===== src/rtl/pipeline_stall_ctrl.sv =====
// Stall/flush controller for a 5-stage pipeline: RAW-hazard stalls, branch redirect flushes, stall watchdog.
// Optional performance counters are enabled by defining PIPE_PERF_CNT_EN.
module pipeline_stall_ctrl #(
  parameter int FLUSH_CYCLES = 1,
  parameter int MAX_STALL    = 3
) (
  input  logic        clk_i,
  input  logic        rst_i,
  input  logic        suspend_i,
  input  logic        branch_taken_i,
  output logic        pc_we_o,
  output logic        if_id_we_o,
  output logic        if_id_flush_o,
  output logic        id_exe_flush_o,
  output logic        stall_active_o,
  output logic        stall_err_o
`ifdef PIPE_PERF_CNT_EN
  ,
  output logic [31:0] stall_cycles_o,
  output logic [31:0] flush_events_o
`endif
);

  typedef enum logic [1:0] {
    ST_RUN   = 2'd0,
    ST_STALL = 2'd1,
    ST_FLUSH = 2'd2
  } state_t;

  localparam logic [3:0] MAX_STALL_C  = 4'(MAX_STALL);
  localparam logic [3:0] STALL_SAT_C  = 4'd15;
  localparam logic [2:0] FLUSH_LOAD_C = 3'(FLUSH_CYCLES - 1);
  localparam bit         MULTI_FLUSH_C = (FLUSH_CYCLES > 1);

  state_t      state_q, state_d;
  logic [3:0]  stall_cnt_q, stall_cnt_d;
  logic [2:0]  flush_cnt_q, flush_cnt_d;
  logic        stall_err_q, stall_err_d;

  logic        pc_we_s;
  logic        if_id_we_s;
  logic        if_id_flush_s;
  logic        id_exe_flush_s;
  logic        stall_active_s;

  // Next-state and control decode; a taken branch always wins because the ID instruction is wrong-path.
  always_comb begin
    state_d        = state_q;
    stall_cnt_d    = stall_cnt_q;
    flush_cnt_d    = flush_cnt_q;
    stall_err_d    = stall_err_q;
    pc_we_s        = 1'b1;
    if_id_we_s     = 1'b1;
    if_id_flush_s  = 1'b0;
    id_exe_flush_s = 1'b0;
    stall_active_s = 1'b0;

    if (branch_taken_i) begin
      if_id_flush_s  = 1'b1;
      id_exe_flush_s = 1'b1;
      stall_cnt_d    = 4'd0;
      if (MULTI_FLUSH_C) begin
        state_d     = ST_FLUSH;
        flush_cnt_d = FLUSH_LOAD_C;
      end else begin
        state_d     = ST_RUN;
        flush_cnt_d = 3'd0;
      end
    end else begin
      case (state_q)
        ST_RUN, ST_STALL: begin
          if (suspend_i) begin
            pc_we_s        = 1'b0;
            if_id_we_s     = 1'b0;
            id_exe_flush_s = 1'b1;
            stall_active_s = 1'b1;
            state_d        = ST_STALL;
            if (stall_cnt_q == STALL_SAT_C) begin
              stall_cnt_d = STALL_SAT_C;
            end else begin
              stall_cnt_d = stall_cnt_q + 4'd1;
            end
            // Watchdog trips on the cycle after MAX_STALL consecutive stalls and stays set.
            if (stall_cnt_q == MAX_STALL_C) begin
              stall_err_d = 1'b1;
            end else begin
              stall_err_d = stall_err_q;
            end
          end else begin
            state_d     = ST_RUN;
            stall_cnt_d = 4'd0;
          end
        end
        ST_FLUSH: begin
          if_id_flush_s  = 1'b1;
          id_exe_flush_s = 1'b1;
          stall_cnt_d    = 4'd0;
          if (flush_cnt_q <= 3'd1) begin
            state_d     = ST_RUN;
            flush_cnt_d = 3'd0;
          end else begin
            state_d     = ST_FLUSH;
            flush_cnt_d = flush_cnt_q - 3'd1;
          end
        end
        default: begin
          state_d     = ST_RUN;
          stall_cnt_d = 4'd0;
          flush_cnt_d = 3'd0;
        end
      endcase
    end
  end

  // Output drive; while reset is held the pipeline is frozen and filled with bubbles.
  always_comb begin
    if (!rst_i) begin
      pc_we_o        = 1'b0;
      if_id_we_o     = 1'b0;
      if_id_flush_o  = 1'b1;
      id_exe_flush_o = 1'b1;
      stall_active_o = 1'b0;
    end else begin
      pc_we_o        = pc_we_s;
      if_id_we_o     = if_id_we_s;
      if_id_flush_o  = if_id_flush_s;
      id_exe_flush_o = id_exe_flush_s;
      stall_active_o = stall_active_s;
    end
  end

  assign stall_err_o = stall_err_q;

  // Controller state registers.
  always_ff @(posedge clk_i or negedge rst_i) begin
    if (!rst_i) begin
      state_q     <= ST_RUN;
      stall_cnt_q <= 4'd0;
      flush_cnt_q <= 3'd0;
      stall_err_q <= 1'b0;
    end else begin
      state_q     <= state_d;
      stall_cnt_q <= stall_cnt_d;
      flush_cnt_q <= flush_cnt_d;
      stall_err_q <= stall_err_d;
    end
  end

`ifdef PIPE_PERF_CNT_EN
  logic [31:0] stall_cycles_q, stall_cycles_d;
  logic [31:0] flush_events_q, flush_events_d;

  // Event counters wrap naturally at 2^32.
  always_comb begin
    if (stall_active_s) begin
      stall_cycles_d = stall_cycles_q + 32'd1;
    end else begin
      stall_cycles_d = stall_cycles_q;
    end
    if (branch_taken_i) begin
      flush_events_d = flush_events_q + 32'd1;
    end else begin
      flush_events_d = flush_events_q;
    end
  end

  // Performance counter registers.
  always_ff @(posedge clk_i or negedge rst_i) begin
    if (!rst_i) begin
      stall_cycles_q <= 32'd0;
      flush_events_q <= 32'd0;
    end else begin
      stall_cycles_q <= stall_cycles_d;
      flush_events_q <= flush_events_d;
    end
  end

  assign stall_cycles_o = stall_cycles_q;
  assign flush_events_o = flush_events_q;
`endif

endmodule


===== config.mk =====
export PLATFORM = sky130hd
export DESIGN_NAME = pipeline_stall_ctrl
export DESIGN_NICKNAME = d
export VERILOG_FILES = /design/src/rtl/pipeline_stall_ctrl.sv
export SDC_FILE = /design/constraint.sdc
export NUM_CORES = 1
export LEC_CHECK = 0
export ABC_AREA = 1
export BUFFER_PORTS_ARGS = -buffer_cell sky130_fd_sc_hd__buf_2
export CAP_MARGIN = 10
export CORE_AREA = 5 5 42 44
export DETAILED_ROUTE_END_ITERATION = 7
export DIE_AREA = 0 0 47 49
export PLACE_DENSITY = 0.59
export SETUP_SLACK_MARGIN = 0.05
export SYNTH_ARGS = -nofsm -noshare
export SYNTH_HDL_FRONTEND = slang
export SYNTH_SLANG_ARGS = --single-unit

===== constraint.sdc =====
create_clock -name clk_i -period 2.7 [get_ports clk_i]
set_clock_uncertainty 0.05 [all_clocks]
set_input_delay 0.135 -clock clk_i [delete_from_list [all_inputs] [get_ports clk_i]]
set_output_delay 0.135 -clock clk_i [all_outputs]
set_load 0.01 [all_outputs]

== After elaboration in Yosys (flattened, before gate mapping) ==
Index checks and enable logic that the tools add are counted.
Widths: inputs -> output; s select.
Storage, ports and cells
  flip-flop bits (word level): 10
  bits of input ports: 4
  output and inout bits: 6
Operators by class
  add/subtract/negate cells: 2
  $lt $le $gt $ge: 1
  equality and inequality tests: 5
  mux-type cells: 25
  bitwise logic cells: 1
  reductions and logical operators: 3
Operators by type and width (count)
  $mux 4: 4
  $mux 1: 14
  $mux 3: 2
  $pmux 3 s2: 1
  $add 4x1->4 const B: 1
  $eq 4x2->1 const B: 1
  $eq 4x4->1 const B: 1
  $mux 2: 2
  $pmux 2 s2: 1
  $reduce_and 4->1: 1
  $le 3x1->1 const B: 1
  $sub 3x1->3 const B: 1
  $eq 2x1->1 const B: 1
  $eq 2x2->1 const B: 1
  $logic_not 2->1: 1
  $ne 2x2->1 const B: 1
  $pmux 1 s2: 1
  $reduce_or 2->1: 1
  $not 1->1: 1

== Logic depth before layout (Yosys ltp) ==
  word-level depth: 5
  mapped depth: 6

== Least setup slack after synthesis ==
No wires, ideal clock.
  path type: flip-flop to flip-flop
  from: register stall_cnt_q[0]
  to: register stall_err_q, in the netlist stall_err_o
  library setup time: 0.118 ns
  data arrival time: 0.917 ns
  required time: 2.532 ns
  setup slack: 1.615 ns
  cell stages (with the launch flop): 6
  path buffers: 0
  cells stage by stage: dfrtp_1 ha_1 inv_1 or2_1 nor2_1 a21o_1
Between the ends
  word-level cells in the longest chain between the ends: 2
RTL lines
  start, declared: line 36  | logic [3:0] stall_cnt_q, stall_cnt_d;
  start signal, assigned: line 143  | stall_cnt_q <= stall_cnt_d;
  $eq 4x2->1: line 84  | if (stall_cnt_q == MAX_STALL_C) begin
  $reduce_and 4->1 (no line)
  end signal, assigned: line 145  | stall_err_q <= stall_err_d;
  end, declared: line 38  | logic stall_err_q, stall_err_d;
No other way between the ends.
A chain may end at the register's enable or synchronous reset.

== Worst setup path in the final report ==
  from: input port rst_i
  to: output port stall_active_o
Between the ends
  word-level cells in the longest chain between the ends: 1
RTL lines
  start, declared: line 8  | input logic rst_i,
  $mux 1: line 117  | if (!rst_i) begin
  end, declared: line 15  | output logic stall_active_o,
No other way between the ends.

==> reports/results.tsv <==
stage	metric	value	unit
critical_path	Setup CP Type	input pin to output pin	
clock_tree	post-CTS sizing	0	
drt	drt total wl	957	microns
timing	actual slew at the worst max-slew pin	0.284	ns
timing	Fmax	702	MHz
logic_synthesis	leading area contributor after synthesis	dfrtp_1	
final_layout	share of layout cells above drive strength 1	21.8	%
placed_design	IO buf count	9	
critical_path	CP required	2.52	ns
timing	Slew Limit Headroom	81.0	%
final_layout	FF/Latch Area	250	sq um
flow_run	Max Cap Viol	0	
timing	setup ws final	1.28	ns
grt	first-pass GRT wire length	1690	microns
logic_synthesis	top cells by area, synth	dfrtp_1 (47%), inv_1 (8.4%), nand2_1 (8.4%)	
timing	setup violators final	0	
outcome	status	finished clean	
floorplanning	chip height	49	microns
timing	Tmin final	1.42	ns
clock_tree	H-Tree Depth	1	
placed_design	Place WS	1.57	ns
final_layout	area of the multi-input gates	229	sq um
floorplanning	row count	14	
logic_synthesis	Seq/Total Area, Yosys	46.7	%
logic_synthesis	synthesized area per cell	8.24	sq um
logic_synthesis	synthesized flop and latch total	10	
clock_tree	clk slew on worst S/H paths	0.07	ns
clock_tree	# hold bufs at CTS	1	
clock_tree	CTS sink cnt	10	
drt	Via density	4.66	
critical_path	crit path launch type	input pin	
timing	Final Cycle Share	52.7	%
grt	total track usage	10.4	%
logic_synthesis	mapped cell area	536	sq um
timing	Fin. Hold Viols	0	
final_layout	filler cell count	147	
logic_synthesis	synth unique cells	16	
final_layout	Nets	86	
floorplanning	I/O pin count	10	
final_layout	Synth-to-Final Area Change	19.4	%
clock_tree	total setup buffers inserted after CTS	0	
drt	first-pass iteration count of the detailed router	3	
pwr	PwrDens	526	nW/um^2
placed_design	placer congestion estimate	0.664	
critical_path	CP Max Fanout	14	
floorplanning	core area	1400	sq um
clock_tree	total CTS buffers	3	
hold_path	class of the worst hold path	input pin to flop	
logic_synthesis	share of the synthesized area in the top cell type	46.7	%
grt	number of global-route vias before repair	414	
floorplanning	Initial Utilization	38.2	%
final_layout	Diodes inserted	0	
clock_tree	Root Buffer	clkbuf_4	
drt	drt wl/cell	10.2	microns
drt	via count	438	
timing	unrepaired setup endpoints after global routing	false	
drt	number of antenna-violating nets in the routed design	0	
logic_synthesis	Mapped Cells	65	
grt	Overflow after GRT	0	
timing	Fin Setup TNS	0	ns
drt	Post-route DRC	0	
clock_tree	CTS Buffer Depth	2	
placed_design	placed cells	89	
timing	Slew Viols, Final	0	
critical_path	most frequent CP cell	buf_2	
pwr	IR drop worst, VDD	0.000240	V
critical_path	Crit-path slowest cell	dlygate4sd3_1	
clock_tree	CTS tree	done	
grt	initial antenna violation count	0	
pwr	Static Leak	0.355	nW
logic_synthesis	Post-Syn Nets	72	
critical_path	crit-path max cell delay	0.52	ns
logic_synthesis	Yosys Warn Count	0	
floorplanning	die area	2300	sq um
final_layout	Non-Filler Instances	94	
grt	largest net degree at the start of global routing	15	
drt	iteration-0 DRC count of the detailed router	3	
clock_tree	clock latency on the worst-skew pair	0.27	ns
critical_path	critical path, cell by cell	dlygate4sd3_1 > buf_2 > nand2_1 > nor2_1 > buf_2	
critical_path	Worst setup EP type	output pin	
floorplanning	die extent in x	47	microns
placed_design	DP HPWL	731	microns
critical_path	Crit path arrival time	1.24	ns
[cells in the mapped netlist]
cell type,n
buf_4,1
dfrtp_1,10
inv_2,1
inv_1,12
o21ai_0,1
nor2_1,5
a21oi_1,6
nand2_4,1
o21ai_1,1
nand3_1,6
or2_1,1
a21o_1,1
nand4_1,2
nand3_2,2
nand2_1,12
ha_1,3
[cells by family after synthesis]
| group | Yosys count | synth area share, % |
|---|---|---|
| and+or+nand+nor | 29 | 26.9 |
| buffers and inverters | 14 | 10.5 |
| DFF | 10 | 46.7 |
| AOI/OAI and AO/OA | 9 | 8.88 |
| adders and majority gates | 3 | 7.01 |
[registers in the layout, indices dropped and copies added (netlist names)]
signal       cells
stall_err_o      1
state_q          2
stall_cnt_q      4
flush_cnt_q      3
[per-stage QoR]
stage / instance area, sq um / total power [mW] / utilization [%] / hold slack (ns)
2_1_floorplan: 536 / 0.186 / - / -0.211
3_3_place_gp: 593 / 0.200 / 42.3 / -0.0225
3_5_place_dp: 593 / 0.201 / 42.3 / -0.0203
4_1_cts: 639 / 0.342 / 45.6 / 0.135
5_1_grt: 639 / 0.358 / 45.6 / 0.146
6_report: 639 / 0.337 / 45.6 / 0.139
[critical path: cells and delay by family]
family / cells / cell delay (ns)
buf+inv: 3 / 0.93
simple gates: 2 / 0.18
[report_power, final]
| group | switching, mW | total (mW) | internal [mW] | leakage (nW) |
|---|---|---|---|---|
| clock network | 0.0557 | 0.138 | 0.0820 | 0.0210 |
| logic | 0.0237 | 0.0390 | 0.0154 | 0.199 |
| registers | 0.00375 | 0.160 | 0.156 | 0.135 |
| total | 0.0831 | 0.337 | 0.253 | 0.355 |
[routing by layer]
metal	wire (microns)	track usage (%)
met1	483	14.2
met2	395	12.9
met3	66	4.43
met4	11	6.91
met5	0	0
[path summary, 6_finish.rpt]
path	cells after the start	slack [ns]	startpoint	to
max in group asynchronous	2	2.16	rst_i	flush_cnt_q[2]
max reg2reg	5	1.56	stall_cnt_q[0]	stall_err_o
min reg2reg	1	0.41	stall_err_o	stall_err_o
min	3	0.14	suspend_i	stall_cnt_q[0]
min in group asynchronous	2	0.22	rst_i	flush_cnt_q[0]
max	5	1.28	rst_i	stall_active_o
[layout by cell type (no fill, tap or decap), drive strengths merged]
master and n:
o21ai 2, dlygate4sd3 1, nand2 13, nand4 2
clkbuf 4, nor2 5, or2 1, buf 9
a21oi 6, ha 3, inv 13, a21o 1
nand3 8, dfrtp 10
[final cells by class]
cell class                      instances  share of cell area (%)
Timing Repair Buffer                   10                    8.61
Inverter                               13                    7.63
Clock buffer                            4                    5.68
Multi-Input combinational cell         41                    35.8
Sequential cell                        10                    39.1
Tap cell                               16                    3.13
(Power assumes the default switching activity.)
